## src/rtl/pipe_stage_reg.sv

```systemverilog
`default_nettype none
// ============================================================================
// Module      : pipe_stage_reg
// Description : Two-entry in-order skid buffer between pipeline stages with
//               stall/flush control. Perf counters compiled in only when
//               PIPE_STAGE_REG_PERF_EN is defined; otherwise tied to zero.
// Revision    : 1.0 - initial release
// ============================================================================
module pipe_stage_reg #(
    parameter int                 INSTR_W   = 32,
    parameter int                 PAYLOAD_W = 32,
    parameter logic [INSTR_W-1:0] NOP_INSTR = 32'h00000013
) (
    input  logic                 clk,
    input  logic                 rst,
    input  logic                 stall,
    input  logic                 flush,
    input  logic                 in_valid,
    output logic                 in_ready,
    input  logic [INSTR_W-1:0]   in_instr,
    input  logic [PAYLOAD_W-1:0] in_payload,
    output logic                 out_valid,
    input  logic                 out_ready,
    output logic [INSTR_W-1:0]   out_instr,
    output logic [PAYLOAD_W-1:0] out_payload,
    output logic [1:0]           occupancy,
    output logic [31:0]          stall_cycles,
    output logic [31:0]          flush_count
);

    // Encoding equals the number of held entries, so occupancy is the state.
    typedef enum logic [1:0] {
        ST_EMPTY = 2'd0,
        ST_ONE   = 2'd1,
        ST_TWO   = 2'd2
    } state_t;

    state_t               state_q, state_d;
    logic [INSTR_W-1:0]   head_instr_q, head_instr_d;
    logic [PAYLOAD_W-1:0] head_payload_q, head_payload_d;
    logic [INSTR_W-1:0]   skid_instr_q, skid_instr_d;
    logic [PAYLOAD_W-1:0] skid_payload_q, skid_payload_d;

    logic w_accept;
    logic w_send;

    assign out_valid   = (state_q != ST_EMPTY);
    assign in_ready    = !stall && !flush && (state_q != ST_TWO);
    assign w_accept    = in_valid && in_ready;
    assign w_send      = out_valid && out_ready && !stall && !flush;
    assign occupancy   = state_q;
    assign out_instr   = out_valid ? head_instr_q : NOP_INSTR;
    assign out_payload = out_valid ? head_payload_q : '0;

    always_comb begin
        state_d        = state_q;
        head_instr_d   = head_instr_q;
        head_payload_d = head_payload_q;
        skid_instr_d   = skid_instr_q;
        skid_payload_d = skid_payload_q;
        if (flush) begin
            state_d = ST_EMPTY;
        end else begin
            case (state_q)
                ST_EMPTY: begin
                    if (w_accept) begin
                        state_d        = ST_ONE;
                        head_instr_d   = in_instr;
                        head_payload_d = in_payload;
                    end
                end
                ST_ONE: begin
                    if (w_accept && !w_send) begin
                        state_d        = ST_TWO;
                        skid_instr_d   = in_instr;
                        skid_payload_d = in_payload;
                    end else if (!w_accept && w_send) begin
                        state_d = ST_EMPTY;
                    end else if (w_accept && w_send) begin
                        head_instr_d   = in_instr;
                        head_payload_d = in_payload;
                    end
                end
                ST_TWO: begin
                    // in_ready is low here, so only a send can happen.
                    if (w_send) begin
                        state_d        = ST_ONE;
                        head_instr_d   = skid_instr_q;
                        head_payload_d = skid_payload_q;
                    end
                end
                default: state_d = ST_EMPTY;
            endcase
        end
    end

    always_ff @(posedge clk or posedge rst) begin
        if (rst) begin
            state_q        <= ST_EMPTY;
            head_instr_q   <= NOP_INSTR;
            head_payload_q <= '0;
            skid_instr_q   <= NOP_INSTR;
            skid_payload_q <= '0;
        end else begin
            state_q        <= state_d;
            head_instr_q   <= head_instr_d;
            head_payload_q <= head_payload_d;
            skid_instr_q   <= skid_instr_d;
            skid_payload_q <= skid_payload_d;
        end
    end

`ifdef PIPE_STAGE_REG_PERF_EN
    logic [31:0] stall_cycles_q, stall_cycles_d;
    logic [31:0] flush_count_q, flush_count_d;

    always_comb begin
        stall_cycles_d = stall_cycles_q;
        flush_count_d  = flush_count_q;
        if (stall && out_valid && (stall_cycles_q != 32'hFFFF_FFFF)) begin
            stall_cycles_d = stall_cycles_q + 32'd1;
        end
        if (flush && (state_q != ST_EMPTY) && (flush_count_q != 32'hFFFF_FFFF)) begin
            flush_count_d = flush_count_q + 32'd1;
        end
    end

    always_ff @(posedge clk or posedge rst) begin
        if (rst) begin
            stall_cycles_q <= '0;
            flush_count_q  <= '0;
        end else begin
            stall_cycles_q <= stall_cycles_d;
            flush_count_q  <= flush_count_d;
        end
    end

    assign stall_cycles = stall_cycles_q;
    assign flush_count  = flush_count_q;
`else
    assign stall_cycles = '0;
    assign flush_count  = '0;
`endif

endmodule
`default_nettype wire

```

## config.mk

```make
export PLATFORM = sky130hd
export DESIGN_NAME = pipe_stage_reg
export DESIGN_NICKNAME = d
export VERILOG_FILES = /design/src/rtl/pipe_stage_reg.sv
export SDC_FILE = /design/constraint.sdc
export NUM_CORES = 1
export LEC_CHECK = 0
export BUFFER_PORTS_ARGS = -buffer_cell sky130_fd_sc_hd__buf_4
export CORE_ASPECT_RATIO = 0.75
export CORE_MARGIN = 2
export CORE_UTILIZATION = 58
export CTS_BUF_LIST = sky130_fd_sc_hd__clkbuf_2
export CTS_CLUSTER_SIZE = 20
export DETAILED_ROUTE_END_ITERATION = 7
export GPL_TIMING_DRIVEN = 0
export PLACE_DENSITY_LB_ADDON = 0.25
export SLEW_MARGIN = 20
export SYNTH_ARGS = -nofsm -noshare
export SYNTH_HDL_FRONTEND = slang
export SYNTH_SLANG_ARGS = --single-unit
export TNS_END_PERCENT = 1
```

## constraint.sdc

```tcl
create_clock -name clk -period 13.9 [get_ports clk]
set_input_delay 4.17 -clock clk [delete_from_list [all_inputs] [get_ports clk]]
set_output_delay 4.17 -clock clk [all_outputs]
set_load 0.1 [all_outputs]
```

==> summary.md <==
| Metric | Value |
|---|---|
| Core Footprint | 11600 um^2 |
| Worst path required time | between 9000 and 10000 ps |
| Die Footprint | between 10000 and 15000 um^2 |
| Drt pass-1 iters | 4 |
| PwrDens | around 130 nW/um^2 |
| CTS H-tree depth | 4 |
| YS warnings | 0 |
| Tightest Pin Transition | ~650 ps |
| Switching Fraction | roughly two fifths |
| Initial Utilization | between 50% and 60% |
| Int Power | 0.648 mW |
| Async SR Flop Fraction | 100% |
| Clock buffer count from CTS | 17 |
| Layout area overhead | 24.8% |
| CP Data Arrival Time | 5770 ps |
| Clk_lat worst skew | between 600 and 700 ps |
| RSZ-0062 raised after global routing | false |
| Worst Skew | roughly 36 ps |
| Sink Count | 130 |
| Worst vdd ir | approximately 0.073 mV |
| Hold Fails Final Rpt | 0 |
| Hold-fix buffers, CTS | 0 |
| Chip width | approximately 130 um |
| Max_slew headroom | roughly 57% |
| Hold Crit Class | flip-flop to flip-flop |
| Initial antenna violation count | 0 |
| Post-Syn Instances | approximately 560 |
| Crit path max fanout | 10 |
| CTS tree | done |
| Post-synthesis sequential area ratio | between 40% and 50% |
| Drt initial violations | between 200 and 300 |
| F_max | around 100 MHz |
| Synth Area per Inst | 12.4 um^2 |
| Post-DRT Antenna Nets | 0 |
| Vias | a little under 5000 |
| Clock Tree Buf Depth | 2 |
| Num rows | 34 |
| Final setup violation count | 0 |
| Combinational fraction of design power | approximately 36% |
| Hold Worst Slack | 518 ps |
| Synth Flop Type | dfrtp_1 |
| Clock Tree Root | clkbuf_2 |
| Setup Crit Path Kind | input pin to output port |
| Pwr Total | 1.09 mW |
| Io pins | ~200 |
| Vias in the first global route | 4896 |
| Global-route wire length before repair | about 25000 um |
| Vias per cell | 5.07 |
| Drt total wl | between 15000 and 20000 um |
| Nets@finish | 846 |
| GR Overflow Total | 0 |
| Placer Congestion | around 0.8 |
| Final setup TNS | 0 ps |
| Pins Over Slew Limit | 0 |
| Clock share of power | 18.8% |
| Ant. Diodes | 0 |
| Yosys reg bits | 130 |
| CP Launch Type | input pin |
| Worst-path clk slew | 160 ps |
| Max-cap violations | 0 |
| Worst slack, placed | around 4000 ps |
| Share of cells above drive strength 1 | 46.5% |
| Mapped Area | ~7000 um^2 |
| Post-CTS Setup Inserts | 0 |
| Setup slack after layout | slightly below 4000 ps |
| Leading cell types in the layout, fill and taps excluded | buf_4 (201), dfrtp_1 (124), conb_1 (64) |
| Hpwl dp | 11200 um |
| Die height | between 90 and 100 um |
| All-Layer GR Usage | between 20% and 30% |
| Cell variety after synth | 28 |
| Most common cell after layout, fill and taps aside | buf_4 |
| Net Switching | 0.443 mW |
| DR WL/cell | approximately 16 um |
| Port bufs | around 140 |
| Crit. End Element | output port |
| EDFF count, synth | 0 |
| Drc violations | 0 |
| Cts repair resizes | 0 |
| Leakage | ~4.6 nW |
| Seq pwr share | 44.9% |
| Final Cycle Share | between 70% and 80% |
| Largest net degree at the start of global routing | 70 |
| Outcome | finished, final reports clean |
| Minimum clock period | between 9000 and 10000 ps |
-- synthesized netlist by cell type, drive strengths merged, types with 2 or more instances --
master,n,area share [%]
mux2,110,21
clkbuf,21,1.1
nand2,2,0.11
dfstp,6,2.3
nand2b,2,0.18
nor2b,64,5.9
nor2,4,0.22
a21oi,43,3.1
nand3b,2,0.22
inv,2,0.11
mux2i,41,6.0
o21ai,2,0.15
or2,3,0.27
buf,84,9.8
dfrtp,124,45
a31oi,41,3.7
-- power groups by stage --
stage / logic, mW / registers [mW] / clock network, mW
after floorplan: 0.328 / 0.484 / 0
after CTS: 0.397 / 0.489 / 0.209
after detailed placement: 0.396 / 0.495 / 0
after global routing: 0.416 / 0.498 / 0.228
after global placement: 0.387 / 0.490 / 0
final: 0.397 / 0.489 / 0.205
-- area by class of cell --
cell class | instances | area [um^2]
sequential | 130 | 3260
tap | 162 | 203
clock inverter | 14 | 118
clock buffer | 18 | 90.1
multi-input combinational | 382 | 3100
buffer | 105 | 749
timing repair buffer | 138 | 1060
inverter | 2 | 12.5
fill | 829 | 2990
-- sequential cells by signal, summed over array words and instances, names as in the netlist --
signal / count
head_instr_q: 32
head_payload_q: 32
occupancy: 2
skid_instr_q: 32
skid_payload_q: 32
-- through the flow --
step	utilization [%]	cell area (um^2)	instances
after floorplan	-	7110	619
after global placement	72.1	8350	918
after detailed placement	72.4	8380	919
after CTS	74.2	8590	951
after global routing	74.2	8590	951
final	74.2	8590	951
-- per-layer routing --
| layer | global-route usage, % | share of wire (%) | vias up |
|---|---|---|---|
| li1 | - | - | 2252 |
| met1 | 34.3 | 43 | 2373 |
| met2 | 40.5 | 48 | 173 |
| met3 | 6.47 | 7.4 | 20 |
| met4 | 6.87 | 1.4 | 0 |
| met5 | 0 | 0 | - |
-- kinds of logic after synthesis --
group	Yosys count	synth area share [%]
multiplexers	151	27.3
flip-flops	130	47.4
AO/OA/AOI/OAI	88	7.24
buffers and inverters	107	11.0
AND/OR/NAND/NOR	79	7.04
other	1	0.0545
-- path summary, 6_finish.rpt --
path,cells after the start,end,slack (ps),start
setup / recovery,6,in_ready,3960,flush
min in group asynchronous,2,head_instr_q[30],3540,rst
hold reg to reg,1,head_payload_q[1],520,head_payload_q[1]
setup reg to reg,6,head_instr_q[24],11940,occupancy[1]
max in group asynchronous,3,head_instr_q[4],9590,rst
hold / removal,1,head_payload_q[1],520,head_payload_q[1]
-- critical path, cell delays in order --
cell	delay, ps
buf_4	130
nor2_1	210
clkbuf_1	390
clkbuf_1	400
and2_1	190
buf_4	280
(Power assumes the default switching activity.)
